**config.mk**
```make
export PLATFORM = sky130hd
export DESIGN_NAME = display_scan_mux
export DESIGN_NICKNAME = d
export VERILOG_FILES = /design/src/rtl/display_scan_mux_pkg.sv /design/src/rtl/display_scan_mux_slot_timer.sv /design/src/rtl/display_scan_mux.sv
export SDC_FILE = /design/constraint.sdc
export NUM_CORES = 1
export LEC_CHECK = 0
export BUFFER_PORTS_ARGS = -buffer_cell sky130_fd_sc_hd__buf_2
export CAP_MARGIN = 40
export CORE_MARGIN = 2
export CORE_UTILIZATION = 47
export CTS_CLUSTER_DIAMETER = 50
export DETAILED_ROUTE_END_ITERATION = 6
export HOLD_SLACK_MARGIN = 0.02
export PLACE_DENSITY_LB_ADDON = 0.3
export SLEW_MARGIN = 20
export SYNTH_ARGS = -nofsm -noshare
export SYNTH_HDL_FRONTEND = slang
export SYNTH_SLANG_ARGS = --single-unit
```
**constraint.sdc**
```tcl
create_clock -name clk -period 2.35 [get_ports clk]
set_input_delay 0.235 -clock clk [delete_from_list [all_inputs] [get_ports clk]]
set_output_delay 0.235 -clock clk [all_outputs]
set_load 0.005 [all_outputs]
```
**src/rtl/display_scan_mux_pkg.sv**
```systemverilog
// Shared types and helpers for the display scan multiplexer.
package display_scan_mux_pkg;

  // Scan controller states
  typedef enum logic [1:0] {
    ST_IDLE  = 2'd0,
    ST_BLANK = 2'd1,
    ST_SHOW  = 2'd2
  } state_t;

  // Level of an output bit when it is not driving anything
  function automatic logic inactive_level(input int active_low);
    return (active_low != 0);
  endfunction

  // Larger of two durations, used to size the shared slot timer
  function automatic int max2(input int a, input int b);
    return (a > b) ? a : b;
  endfunction

endpackage

```
**src/rtl/display_scan_mux_slot_timer.sv**
```systemverilog
// Down-counting slot timer shared by the blank guard and the show slot.
// done is high once the loaded count has run out.
module display_scan_mux_slot_timer #(
  parameter int CNT_W = 2
) (
  input  logic             clk,
  input  logic             rst_n,
  input  logic             clr,
  input  logic             load,
  input  logic [CNT_W-1:0] load_val,
  output logic             done
);

  logic [CNT_W-1:0] cnt_q;

  // Counter: clear wins over load, otherwise count down to zero and stop
  always_ff @(posedge clk or negedge rst_n) begin
    if (!rst_n) begin
      cnt_q <= '0;
    end else if (clr) begin
      cnt_q <= '0;
    end else if (load) begin
      cnt_q <= load_val;
    end else if (cnt_q != '0) begin
      cnt_q <= cnt_q - 1'b1;
    end
  end

  assign done = (cnt_q == '0);

endmodule

```
**src/rtl/display_scan_mux.sv**
```systemverilog
// Time-multiplexed segment/digit driver: scans CHANNELS segment words onto a
// shared bus with blank guard slots between channels, auto or manual select.
module display_scan_mux
  import display_scan_mux_pkg::*;
#(
  parameter int WIDTH        = 7,
  parameter int CHANNELS     = 4,
  parameter int DIV          = 50000,
  parameter int BLANK_CYCLES = 2,
  parameter int ACTIVE_LOW   = 0
) (
  input  logic                          clk,
  input  logic                          rst_n,
  input  logic                          en,
  input  logic                          mode,
  input  logic [$clog2(CHANNELS)-1:0]   sel_manual,
  input  logic [CHANNELS*WIDTH-1:0]     data_in,
  output logic [WIDTH-1:0]              seg_out,
  output logic [CHANNELS-1:0]           dig_en,
  output logic                          frame_tick
);

  localparam int CH_W  = $clog2(CHANNELS);
  localparam int CNT_W = $clog2(max2(DIV, BLANK_CYCLES) + 1);

  // Timer reload values: the timer reports done after (value) further cycles
  localparam logic [CNT_W-1:0] BLANK_LOAD = CNT_W'(BLANK_CYCLES - 1);
  localparam logic [CNT_W-1:0] SHOW_LOAD  = CNT_W'(DIV - 1);

  // Inactive bus levels; XOR with these applies the output polarity
  localparam logic [WIDTH-1:0]    SEG_IDLE = {WIDTH{inactive_level(ACTIVE_LOW)}};
  localparam logic [CHANNELS-1:0] DIG_IDLE = {CHANNELS{inactive_level(ACTIVE_LOW)}};

  state_t              state_q, state_d;
  logic [CH_W-1:0]     ch_q, ch_d;
  logic [CH_W-1:0]     ch_next;
  logic                tmr_clr, tmr_load, tmr_done;
  logic [CNT_W-1:0]    tmr_val;
  logic [WIDTH-1:0]    seg_d;
  logic [CHANNELS-1:0] dig_d;
  logic                tick_d;
  logic [WIDTH-1:0]    word_sel;
  logic [CHANNELS-1:0] onehot_sel;

  display_scan_mux_slot_timer #(
    .CNT_W(CNT_W)
  ) u_slot_timer (
    .clk      (clk),
    .rst_n    (rst_n),
    .clr      (tmr_clr),
    .load     (tmr_load),
    .load_val (tmr_val),
    .done     (tmr_done)
  );

  // Current channel's word and digit, plus the channel that follows this slot
  always_comb begin
    word_sel   = data_in[ch_q*WIDTH +: WIDTH];
    onehot_sel = {{(CHANNELS-1){1'b0}}, 1'b1} << ch_q;
    if (mode) begin
      // Out-of-range manual selections fall back to channel 0
      ch_next = (int'(sel_manual) >= CHANNELS) ? '0 : sel_manual;
    end else begin
      ch_next = (ch_q == CH_W'(CHANNELS - 1)) ? '0 : ch_q + 1'b1;
    end
  end

  // Next-state and next-output logic; outputs default to the inactive level
  always_comb begin
    state_d  = state_q;
    ch_d     = ch_q;
    tmr_clr  = 1'b0;
    tmr_load = 1'b0;
    tmr_val  = '0;
    seg_d    = SEG_IDLE;
    dig_d    = DIG_IDLE;
    tick_d   = 1'b0;
    if (!en) begin
      state_d = ST_IDLE;
      ch_d    = '0;
      tmr_clr = 1'b1;
    end else begin
      case (state_q)
        ST_IDLE: begin
          state_d  = ST_BLANK;
          ch_d     = '0;
          tmr_load = 1'b1;
          tmr_val  = BLANK_LOAD;
        end
        ST_BLANK: begin
          if (tmr_done) begin
            state_d  = ST_SHOW;
            tmr_load = 1'b1;
            tmr_val  = SHOW_LOAD;
            // Word is captured once here; later data_in changes wait for the next slot
            seg_d    = word_sel ^ SEG_IDLE;
            dig_d    = onehot_sel ^ DIG_IDLE;
            tick_d   = (ch_q == '0) && !mode;
          end
        end
        ST_SHOW: begin
          if (tmr_done) begin
            state_d  = ST_BLANK;
            tmr_load = 1'b1;
            tmr_val  = BLANK_LOAD;
            ch_d     = ch_next;
          end else begin
            seg_d = seg_out;
            dig_d = dig_en;
          end
        end
        default: begin
          state_d = ST_IDLE;
          ch_d    = '0;
          tmr_clr = 1'b1;
        end
      endcase
    end
  end

  // State, channel index and registered outputs
  always_ff @(posedge clk or negedge rst_n) begin
    if (!rst_n) begin
      state_q    <= ST_IDLE;
      ch_q       <= '0;
      seg_out    <= SEG_IDLE;
      dig_en     <= DIG_IDLE;
      frame_tick <= 1'b0;
    end else begin
      state_q    <= state_d;
      ch_q       <= ch_d;
      seg_out    <= seg_d;
      dig_en     <= dig_d;
      frame_tick <= tick_d;
    end
  end

endmodule
```
* Yosys cells after proc, flatten, opt, wreduce, memory -nomap -nowiden *
Cells that the tools add are included.

storage, ports and cells
  register bits after elaboration = 32
  bits in latches = 0
  bits in writable memories = 0
  ROM bits = 0
  bits of input ports = 34
  output and inout bits = 12
  word-level logic and storage cells = 60
  memories kept = 0

operators by class
  add/subtract/negate cells = 2
  $mul = 1
  div/mod/pow operators = 0
  order comparisons = 0
  equality and inequality tests = 6
  shifts and indexed selects = 2
  multiplexer cells = 32
  bitwise operators = 0
  reductions and logical operators = 11

operators with widths
  operator                                             count
  2-to-1 mux 16 bit                                    5
  one-hot mux 16 bit (3 select lines)                  1
  indexed part select 28 x 6 -> 7 bit                  1
  2-to-1 mux 7 bit                                     3
  zero test 16 bit                                     1
  nonzero test 16 bit                                  1
  subtractor 16 x 1 -> 16 bit (second input constant)  1
  2-to-1 mux 2 bit                                     7
  one-hot mux 7 bit (2 select lines)                   1
  2-to-1 mux 4 bit                                     3
  2-to-1 mux 1 bit                                     8
  one-hot mux 4 bit (2 select lines)                   1
  inequality test 3 bit (second input constant)        2
  one-hot mux 2 bit (3 select lines)                   1
  multiplier 2 x 3 -> 5 bit (second input constant)    1
  == test 2 bit (second input constant)                2
  zero test 2 bit                                      2
  one-hot mux 2 bit (2 select lines)                   1
  AND reduction 2 bit                                  2
  << shifter 1 x 2 -> 4 bit (first input constant)     1
  nonzero test 3 bit                                   1
  OR reduction 3 bit                                   1
  adder 2 x 1 -> 2 bit (second input constant)         1
  == test 2 x 1 -> 1 bit (second input constant)       1
  other kinds (5)                                      5

* Logic depth before layout (Yosys ltp) *
Gate-level depths: netlist of run 1.

  depth after elaboration = 6
  depth in mapped cells = 8
  depth with buffers taken out = 6

* Modules after synthesis *
From an unflattened synthesis of run 1, not the netlist that was laid out.

second synthesis, totals
  cells, all modules = 190
  area total of the unflattened synthesis = 1960.6 um^2

by module, submodules not included
  module                       times used  cells each  area an instance (um^2)  seq. area each (um^2)
  display_scan_mux_slot_timer  1           108         984.7                    400.4
  display_scan_mux             1           82          975.9                    400.4

* Worst setup path before layout of run 1 *
No wires, ideal clock.

  path type = flip-flop to flip-flop
  start = register u_slot_timer.cnt_q[0]
  end = register u_slot_timer.cnt_q[10]
  library setup time = 78 ps
  arrival time = 1742 ps
  required time = 2272 ps
  slack = 531 ps
  stages on the path, launching flop included = 7
  buffers on the path = 0
  clock period less this slack = 1819 ps
  cell sequence = dfrtp_1 -> inv_1 -> ha_1 -> nor3b_1 -> nand4b_1 -> or3_1 -> a21oi_1

on the way
  cells in the longest elaborated chain, start to end = 6
  elaborated cells between the ends (all ways) = 10
  those cells by class = add/sub (1); mux (6); reduce/logical (3)

ends and longest elaborated chain
  item                                                                                 RTL line                           RTL
  start, declared                                                                      display_scan_mux_slot_timer.sv:14  logic [CNT_W-1:0] cnt_q;
  start signal, assigned                                                               display_scan_mux_slot_timer.sv:23  cnt_q <= load_val;
  start signal, assigned                                                               display_scan_mux_slot_timer.sv:25  cnt_q <= cnt_q - 1'b1;
  parallel branches: the longest is 6 deep, another holds subtractor 16 x 1 -> 16 bit  --

Parallel ways; which one is timed is not known. The select of a mux whose other input is x is not followed.
A chain may end at the register's enable or synchronous reset.

* Worst setup path in the final report of run 1 *
  start = register u_slot_timer.cnt_q[0]
  end = register u_slot_timer.cnt_q[15]

on the way
  cells in the longest elaborated chain, start to end = 6
  elaborated cells between the ends (all ways) = 13
  those cells by class = add/sub (1); mux (9); reduce/logical (3)

ends and longest elaborated chain
  item
  parallel branches: the longest is 6 deep, another holds subtractor 16 x 1 -> 16 bit

Parallel ways; which one is timed is not known. The select of a mux whose other input is x is not followed.

==> impl_metrics.env, run 1 <==
export IMPL_status="finished clean"
export IMPL_port_buffer_count=45
export IMPL_vias_per_cell=5.66
export IMPL_synth_area_um2=2090
export IMPL_cts_hold_buffers=0
export IMPL_timing_reg2reg_setup_slack_ns=0.30
export IMPL_drc=0
export IMPL_met3_usage=0.0470
export IMPL_crit_path_start_kind="flip-flop"
export IMPL_syn_nets=240
export IMPL_period_share=0.874
export IMPL_grt_first_pass_wirelength_mm=7.57
export IMPL_worst_setup_path_type="flip-flop to flip-flop"
export IMPL_synth_cell_types=45
export IMPL_worst_path_max_fanout=20
export IMPL_drt_initial_drc_count=85
export IMPL_via_count=1664
export IMPL_slew_viol_final=0
export IMPL_cts_root_buf="clkbuf_8"
export IMPL_relSlewSlack=0.527
export IMPL_grt_use_total=0.191
export IMPL_skew_ns=0.00485
export IMPL_synth_async_sr_flop_share=1.00
export IMPL_core_rowCount=24
export IMPL_n_antenna_cell=0
export IMPL_ir_drop_uv=828
export IMPL_rsz0062_at_grt="no"
export IMPL_grt_pass1_vias=1622
export IMPL_drive_gt1_frac=0.351
export IMPL_initial_core_util=0.483
export IMPL_clk_insertion_delay_late_ns=0.28
export IMPL_wirelength_mm=4.52
export IMPL_grt_util_met1=0.266
export IMPL_ant_nets=0
export IMPL_wl_per_cell_um=15.4
export IMPL_grtUsageMet2=0.292
export IMPL_synth_flop_cell="dfrtp_1"
export IMPL_seq_area_frac_synth=0.383
export IMPL_fmax_mhz=487
export IMPL_clk_pin_slew_ns=0.07
export IMPL_fp_dieW_um=70.7
export IMPL_nFillCells=383
export IMPL_grt_max_degree=33
export IMPL_hpwl_mm=3.21
export IMPL_cts_buffer_depth=2
export IMPL_r2r_cells=7
export IMPL_ys_ff_latch=32
export IMPL_crit_path_end_kind="flip-flop"
export IMPL_synth_edf_count=0
export IMPL_setup_viol=0
export IMPL_clock_sinks=32
export IMPL_cts_buffers=5
export IMPL_core_area_um2=4320
export IMPL_cts_tree="built"
export IMPL_r2r_end="u_slot_timer.cnt_q[15]"
export IMPL_leakagePower_uw=0.00107
export IMPL_final_seq_area_um2=801
export IMPL_arrival_ns=2.20
export IMPL_worst_pin_slew_ns=0.710
export IMPL_syn_inst=196
export IMPL_required_ns=2.49
export IMPL_busiest_layer="met2"
export IMPL_min_path_type="input port to async pin"
export IMPL_tns_ns=0
export IMPL_htree_levels=2
export IMPL_die_y_um=70.7
export IMPL_area_growth_pct=15.5
export IMPL_multi_input_area_um2=1160
export IMPL_cap_violations=0
export IMPL_routabilityCongestion=0.841
export IMPL_die_area_um2=4990
export IMPL_fin_crit_ns=2.05
export IMPL_worstReg2RegStart="u_slot_timer.cnt_q[0]"
export IMPL_cts_resized_gates=0
export IMPL_io_pins=46
export IMPL_p_per_area_nw_per_um2=1330
export IMPL_postCtsSetupRepairBufs=0
export IMPL_hold_viol=0
export IMPL_firstDrtPassIters=4
export IMPL_avgSynthCellArea_um2=10.7
export IMPL_yosys_warnings=0
export IMPL_grt_overflow_total=0
export IMPL_nNetsFinal=285
export IMPL_grt_antenna_before_repair=0
export IMPL_hold_ws_ns=0.00381
==> per-stage QoR <==
stage / power (µW) / worst slack (ns) / instances / instance area [µm²] / util
after floorplan: 2590 / 0.531 / 196 / 2090 / -
after CTS: 3220 / 0.309 / 294 / 2410 / 0.558
after detailed placement: 2770 / 0.338 / 286 / 2320 / 0.537
final: 3200 / 0.296 / 294 / 2410 / 0.558
after global placement: 2740 / 0.420 / 286 / 2320 / 0.537
after global routing: 3480 / 0.0993 / 294 / 2410 / 0.558
==> cells in the final DEF, fill, tap and decap left out, types with 2 or more instances in the layout <==
master    synthesis  routed
a211oi_1          2       2
a21boi_0          3       3
a21boi_2          8       8
a21oi_1           4       4
a31oi_1           2       2
and3_1            3       3
buf_2             1      45
buf_4             2       5
clkbuf_1          5       2
clkbuf_8          0       6
dfrtp_1          32      32
ha_1             10      10
inv_1             9       9
mux2i_1           4       4
mux4_2            7       7
nand2_1           7       7
nand3_1          18      18
nand3_2           8       8
nand4_1           4       4
nand4b_1          3       3
nor2_1           10      10
nor3_1            7       7
nor3b_1           3       3
o21ai_0           8       8
o21ai_1           3       3
or3_1             3       3
xnor2_1           5       5
xor2_1            6       6
==> registers in the layout, summed over array words and instances (netlist names) <==
signal              flops
seg_out                 7
u_slot_timer.cnt_q     16
ch_q                    2
dig_en                  4
frame_tick              1
state_q                 2
==> how the worst max path moves through the flow <==
stage	start	to	slack, ns	depth (start not counted)
6_report	u_slot_timer.cnt_q[0]	u_slot_timer.cnt_q[15]	0.30	7
5_1_grt	u_slot_timer.cnt_q[0]	u_slot_timer.cnt_q[8]	0.1	7
4_1_cts	u_slot_timer.cnt_q[0]	u_slot_timer.cnt_q[8]	0.31	7
3_5_place_dp	u_slot_timer.cnt_q[0]	u_slot_timer.cnt_q[8]	0.34	7
3_3_place_gp	u_slot_timer.cnt_q[0]	u_slot_timer.cnt_q[1]	0.42	6
2_1_floorplan	u_slot_timer.cnt_q[0]	u_slot_timer.cnt_q[10]	0.53	6
==> critical path, stage by stage, from the launching register on <==
cell     delay [ns]
dfrtp_1        0.45
inv_1          0.14
ha_1           0.15
nor3b_1        0.34
nand4_1        0.14
buf_4          0.24
nand2_1        0.28
o21ai_0        0.16
==> cell type report <==
class / count / share of cell area
Multi-Input combinational cell: 143 / 0.481
Inverter: 9 / 0.0140
Sequential cell: 32 / 0.332
Clock buffer: 8 / 0.0373
Timing Repair Buffer: 50 / 0.109
Tap cell: 52 / 0.0270
==> cells in the mapped netlist (5+ instances only) <==
cell | instances | share of area
mux4_2 | 7 | 0.075
nor2_1 | 10 | 0.018
a21boi_2 | 8 | 0.043
clkbuf_1 | 5 | 0.0090
nand3_2 | 8 | 0.038
xor2_1 | 6 | 0.025
nand2_1 | 7 | 0.013
dfrtp_1 | 32 | 0.38
nor3_1 | 7 | 0.017
xnor2_1 | 5 | 0.021
ha_1 | 10 | 0.060
o21ai_0 | 8 | 0.019
inv_1 | 9 | 0.016
nand3_1 | 18 | 0.043
==> metal layers <==
layer	share of wire	vias up	routed length (µm)
met5	0	-	0
li1	-	809	-
met4	0.0064	0	29
met1	0.47	818	2120
met3	0.039	2	176
met2	0.49	35	2200
==> power by group <==
part	internal, µW	leakage, µW	switching [µW]	total [µW]
Combinational	772	0.000590	1140	1910
Clock	239	0.0000455	194	432
Sequential	688	0.000440	169	857
==> logic make-up after synthesis <==
kind of cell,synth area share
muxes,0.0946
AOI/OAI and AO/OA,0.131
DFF,0.383
xor gates and xnor gates,0.0461
buffers and inverters,0.0611
and+or+nand+nor,0.225
adders and majority gates,0.0599
No activity file was read; power rests on OpenSTA's default activity.
==> run 2, diff against run 1 <==
ABC_AREA = 1   (was default)
==> run 2 against run 1 <==
Against the previous run: synthesized area is essentially flat; routed wire length increased by 5.8%; utilization up 1.4 points; final area up 2.6%; clock power up 20%; synthesized cell count rose by 33%; flip-flop and latch count did not move; largest cell class unchanged; highest routed layer unchanged.
==> impl_metrics.env, run 2 <==
export IMPL_relSlewSlack=0.518
export IMPL_postCtsSetupRepairBufs=0
export IMPL_synth_cell_types=33
export IMPL_avgSynthCellArea_um2=8.01
export IMPL_grt_use_total=0.209
export IMPL_hold_viol=0
export IMPL_core_area_um2=4320
export IMPL_worstReg2RegStart="u_slot_timer.cnt_q[0]"
export IMPL_seq_area_frac_synth=0.383
export IMPL_nNetsFinal=354
export IMPL_synth_largest_area_cell="dfrtp_1"
export IMPL_skew_ns=0.00900
export IMPL_synth_common_cells="nor2_1, nand2_1, dfrtp_1"
export IMPL_drive_gt1_frac=0.264
export IMPL_firstDrtPassIters=4
export IMPL_initial_core_util=0.484
export IMPL_rsz0062_at_grt="no"
export IMPL_critPathLaunch="u_slot_timer.cnt_q[0]"
export IMPL_cts_hold_buffers=0
export IMPL_leakagePower_uw=0.00132
export IMPL_r2r_cells=11
export IMPL_area_growth_pct=18.4
export IMPL_clk_pin_slew_ns=0.07
export IMPL_regMostFlops="u_slot_timer.cnt_q"
export IMPL_clk_insertion_delay_late_ns=0.29
export IMPL_min_path_type="input port to async pin"
export IMPL_die_y_um=70.7
export IMPL_drt_initial_drc_count=130
export IMPL_slew_viol_final=0
export IMPL_clock_sinks=32
export IMPL_timing_reg2reg_setup_slack_ns=0.49
export IMPL_reg_top3="u_slot_timer.cnt_q: 16 flops, seg_out: 7 flops, dig_en: 4 flops"
export IMPL_synth_flop_cell="dfrtp_1"
export IMPL_via_count=1892
export IMPL_synth_async_sr_flop_share=1.00
export IMPL_htree_levels=2
export IMPL_cts_buffers=5
export IMPL_final_common_cell="buf_2"
export IMPL_syn_nets=305
export IMPL_vias_per_cell=5.21
export IMPL_place_ws_ns=0.521
export IMPL_drc=0
export IMPL_period_share=0.791
export IMPL_crit_path_start_kind="flip-flop"
export IMPL_synthTopCellsByArea="dfrtp_1, nor2_1, nand2_1"
export IMPL_io_pins=46
export IMPL_p_per_area_nw_per_um2=1200
export IMPL_port_buffer_count=45
export IMPL_ys_ff_latch=32
export IMPL_r2r_end="dig_en[0]"
export IMPL_yosysMostFrequentCell="nor2_1"
export IMPL_cts_buffer_depth=2
export IMPL_routabilityCongestion=0.839
export IMPL_worst_setup_path_type="flip-flop to flip-flop"
export IMPL_worst_pin_slew_ns=0.722
export IMPL_synth_edf_count=0
export IMPL_final_cell_mix="buf_2, nor2_1, nand2_1, dfrtp_1, inv_1"
export IMPL_cts_tree="built"
export IMPL_cts_resized_gates=0
export IMPL_syn_inst=261
export IMPL_crit_path_end_kind="flip-flop"
export IMPL_instances_no_fill=363
export IMPL_ant_nets=0
export IMPL_die_area_um2=5000
export IMPL_hpwl_mm=3.59
export IMPL_tns_ns=0
export IMPL_arrival_ns=2.06
export IMPL_largest_register_ffs=16
export IMPL_cts_root_buf="clkbuf_8"
export IMPL_setup_ws_ns=0.492
export IMPL_worst_path_max_fanout=13
export IMPL_ir_drop_uv=701
export IMPL_synth_area_um2=2090
export IMPL_setup_viol=0
export IMPL_yosys_warnings=0
export IMPL_grt_antenna_before_repair=0
export IMPL_wirelength_mm=4.78
export IMPL_fp_dieW_um=70.7
export IMPL_grt_max_degree=33
export IMPL_cap_violations=0
export IMPL_synth_top_area_frac=0.383
export IMPL_n_antenna_cell=0
export IMPL_finish_utilization=0.573
export IMPL_required_ns=2.55
export IMPL_grt_overflow_total=0
export IMPL_grt_pass1_vias=1877
export IMPL_place_inst=355
export IMPL_grt_first_pass_wirelength_mm=8.27
export IMPL_status="finished clean"
export IMPL_core_rowCount=24
export IMPL_wl_per_cell_um=13.2
export IMPL_fmax_mhz=538
export IMPL_fin_crit_ns=1.86
[run 2: cell types whose count changed after synthesis, moves of 9 or more]
cell | before | now
nor2_1 | 10 | 43
a22o_1 | 0 | 10
nand2_1 | 7 | 36
o21ai_0 | 8 | 17
inv_1 | 9 | 29
[run 2: per-layer routing]
| metal | global-route usage | wire [µm] | up-vias | share of wire |
|---|---|---|---|---|
| met5 | 0 | 0 | - | 0 |
| met4 | 0.0985 | 119 | 0 | 0.025 |
| met3 | 0.0499 | 231 | 11 | 0.048 |
| met2 | 0.336 | 2170 | 47 | 0.45 |
| met1 | 0.265 | 2260 | 878 | 0.47 |
| li1 | - | - | 956 | - |
[run 2: area by class of cell]
type | instances | area, µm²
clock buffer | 5 | 68.8
clock inverter | 3 | 42.5
fill | 412 | 1850
inverter | 32 | 120
multi-input combinational | 192 | 1140
sequential | 32 | 801
tap | 52 | 65.1
timing repair buffer | 47 | 240
[run 2: how the worst max path moves through the flow]
stage,slack [ns],depth (start not counted),endpoint
floorplan,0.72,11,dig_en[1]
detailed placement,0.52,11,dig_en[0]
global placement,0.61,12,u_slot_timer.cnt_q[14]
CTS,0.49,11,frame_tick
finish,0.49,11,dig_en[0]
global route,0.25,11,frame_tick
[run 2: per-stage QoR]
step                power (µW)  hold WS (ns)  area [µm²]
floorplan                 2150       -0.0606        2090
global placement          2430         0.323        2360
detailed placement        2450         0.335        2360
CTS                       2980        0.0241        2480
global route              3250        0.0626        2480
finish                    2980       0.00476        2480
[run 2: worst max-delay path, stage by stage, from the launching register on]
cell and delay (ns):
dfrtp_1 0.39, inv_1 0.12, ha_1 0.18, inv_1 0.04
nor2_1 0.11, nand2_1 0.11, nor2_4 0.13, nand2_4 0.15
nor2_4 0.11, buf_4 0.18, inv_1 0.06, o21ai_0 0.17
[run 2: logic make-up (layout without fill, tap and decap cells)]
logic type / Yosys count / after routing / synth area share
simple gates: 128 / 128 / 0.307
buf+inv: 37 / 87 / 0.0724
xor+xnor: 9 / 9 / 0.0377
flops: 32 / 32 / 0.383
compound gates: 45 / 45 / 0.140
fa+ha+maj: 10 / 10 / 0.0598
[run 2: where the power goes]
group          total, µW  switching (µW)  internal, µW
Sequential           790             118           671
Combinational       1670            1070           594
Clock                520             206           313
==> run 3, diff against run 2 <==
ABC_AREA = 0   (was 1)
clock period = 1.95 ns   (was 2.35 ns; I/O delays follow)
==> run 3 against run 2 <==
Against the previous run: hold slack gained 0.23 ns; final area grew 2.0%; clock skew down 0.00053 ns; maximum frequency decreased by 0.67%; highest routed layer unchanged; total power up 43%; worst setup slack lost 0.41 ns; critical path type unchanged; final cell count fell by 16%; global-route usage is 1.4 points lower; utilization grew 1.2 points.
==> impl_metrics.env, run 3 (same netlist as run 1, synthesis figures left out) <==
export IMPL_status="finished clean"
export IMPL_finish_utilization=0.584
export IMPL_leakagePower_uw=0.00114
export IMPL_grtUsageMet2=0.300
export IMPL_arrival_ns=2.03
export IMPL_regMostFlops="u_slot_timer.cnt_q"
export IMPL_fin_crit_ns=1.87
export IMPL_htree_levels=2
export IMPL_setup_viol=0
export IMPL_hpwl_mm=3.42
export IMPL_grt_use_total=0.195
export IMPL_crit_path_end_kind="flip-flop"
export IMPL_cts_buffer_depth=2
export IMPL_cap_violations=0
export IMPL_met3_usage=0.0370
export IMPL_nNetsFinal=296
export IMPL_postPlaceCellArea_um2=2410
export IMPL_crit_path_start_kind="flip-flop"
export IMPL_relSlewSlack=0.524
export IMPL_min_path_type="input port to flip-flop"
export IMPL_clock_sinks=32
export IMPL_worst_setup_path_type="flip-flop to flip-flop"
export IMPL_tns_ns=0
export IMPL_instances_no_fill=305
export IMPL_ant_nets=0
export IMPL_period_share=0.959
export IMPL_p_per_area_nw_per_um2=1680
export IMPL_drive_gt1_frac=0.395
export IMPL_drt_initial_drc_count=84
export IMPL_fin_area_um2=2530
export IMPL_place_inst=296
export IMPL_grt_overflow_total=0
export IMPL_largest_register_ffs=16
export IMPL_vias_per_cell=5.63
export IMPL_grt_antenna_before_repair=0
export IMPL_r2r_cells=5
export IMPL_core_rowCount=24
export IMPL_skew_ns=0.00847
export IMPL_worst_pin_slew_ns=0.714
export IMPL_firstDrtPassIters=4
export IMPL_routabilityCongestion=0.805
export IMPL_port_buffer_count=45
export IMPL_wl_per_cell_um=15.3
export IMPL_die_area_um2=4990
export IMPL_clk_insertion_delay_late_ns=0.28
export IMPL_n_antenna_cell=0
export IMPL_nFillCells=392
export IMPL_multi_input_area_um2=1170
export IMPL_drc=0
export IMPL_io_pins=46
export IMPL_grt_util_met1=0.280
export IMPL_fmax_mhz=535
export IMPL_cts_root_buf="clkbuf_8"
export IMPL_via_count=1718
export IMPL_reg_top3="u_slot_timer.cnt_q: 16 flops, seg_out: 7 flops, dig_en: 4 flops"
export IMPL_power_uw=4250
export IMPL_rsz0062_at_grt="no"
export IMPL_cts_buffers=5
export IMPL_ir_drop_uv=904
export IMPL_holdPathStages=3
export IMPL_final_seq_area_um2=801
export IMPL_final_cell_mix="buf_2, dfrtp_1, nand3_1, buf_4"
export IMPL_core_area_um2=4320
export IMPL_grt_first_pass_wirelength_mm=7.82
export IMPL_grt_pass1_vias=1645
export IMPL_final_common_cell="buf_2"
export IMPL_grt_max_degree=33
export IMPL_wirelength_mm=4.66
export IMPL_slew_viol_final=0
export IMPL_fp_dieW_um=70.7
export IMPL_cts_tree="built"
export IMPL_busiest_layer="met2"
export IMPL_initial_core_util=0.483
export IMPL_worst_path_max_fanout=9
export IMPL_required_ns=2.10
export IMPL_area_growth_pct=20.9
export IMPL_die_y_um=70.7
export IMPL_clk_pin_slew_ns=0.07
export IMPL_hold_viol=0
-- run 3: cell count changes in the layout (fill, tap and decap cells not counted), moves of 6 or more --
| cell | previous run | this run |
|---|---|---|
| mux4_2 | 0 | 7 |
| nand3_1 | 12 | 18 |
| o21ai_0 | 17 | 8 |
| inv_1 | 29 | 9 |
| nand2_1 | 36 | 6 |
| a22o_1 | 10 | 0 |
| nand3_2 | 1 | 8 |
| nor2_2 | 8 | 0 |
| buf_4 | 2 | 14 |
| a21boi_2 | 0 | 8 |
| o22ai_1 | 7 | 1 |
| nor2_1 | 43 | 10 |
-- run 3: cell type report --
cell class              instances  share of cell area
clock buffers                   6              0.0327
clock inverters                 2             0.00396
inverters                       9              0.0134
multi-input cells             143               0.465
flip-flops and latches         32               0.317
well taps                      52              0.0258
repair buffers                 61               0.143
-- run 3: final timing paths --
check,from,to,slack (ns)
worst min register to register,u_slot_timer.cnt_q[7],u_slot_timer.cnt_q[7],0.55
min in group asynchronous,rst_n,u_slot_timer.cnt_q[5],0.50
worst min-delay path,mode,frame_tick,0.24
worst max-delay path,u_slot_timer.cnt_q[12],u_slot_timer.cnt_q[0],0.08
max in group asynchronous,rst_n,seg_out[1],0.99
worst max register to register,u_slot_timer.cnt_q[12],u_slot_timer.cnt_q[0],0.08
-- run 3: layer usage --
| layer | wire [µm] | part of all wire | up-vias |
|---|---|---|---|
| met1 | 2160 | 0.46 | 856 |
| li1 | - | - | 831 |
| met4 | 55 | 0.012 | 0 |
| met2 | 2330 | 0.50 | 23 |
| met5 | 0 | 0 | - |
| met3 | 117 | 0.025 | 8 |
-- run 3: what timing repair did --
| action | CTS | global route |
|---|---|---|
| setup buffers | 0 | 0 |
| endpoints found under the setup margin | 0 | 26 |
| gates resized for setup | 0 | 3 |
| hold buffers | 1 | 0 |
| endpoints found under the hold margin | 32 | 0 |
-- run 3: per-stage QoR --
step	hold slack [ns]	setup WS, ns
final	0.240	0.0794
after global routing	0.273	0.0223
after CTS	0.246	0.0983
after global placement	0.286	0.198
after floorplan	-0.101	0.131
after detailed placement	0.292	0.133
-- run 3: power breakdown --
| part | switching, µW | leakage [µW] | internal, µW | total (µW) |
|---|---|---|---|---|
| sequential | 193 | 0.000440 | 829 | 1020 |
| combinational | 1490 | 0.000653 | 1210 | 2700 |
| clock | 245 | 0.0000510 | 281 | 527 |
| total | 1930 | 0.00114 | 2320 | 4250 |
-- run 3: worst max-delay path, stage by stage, from the launching register on --
cell       delay, ns
dfrtp_1         0.43
nor4_1          0.52
nand4_1         0.25
buf_4           0.24
o2111ai_1       0.24
a311oi_2        0.06
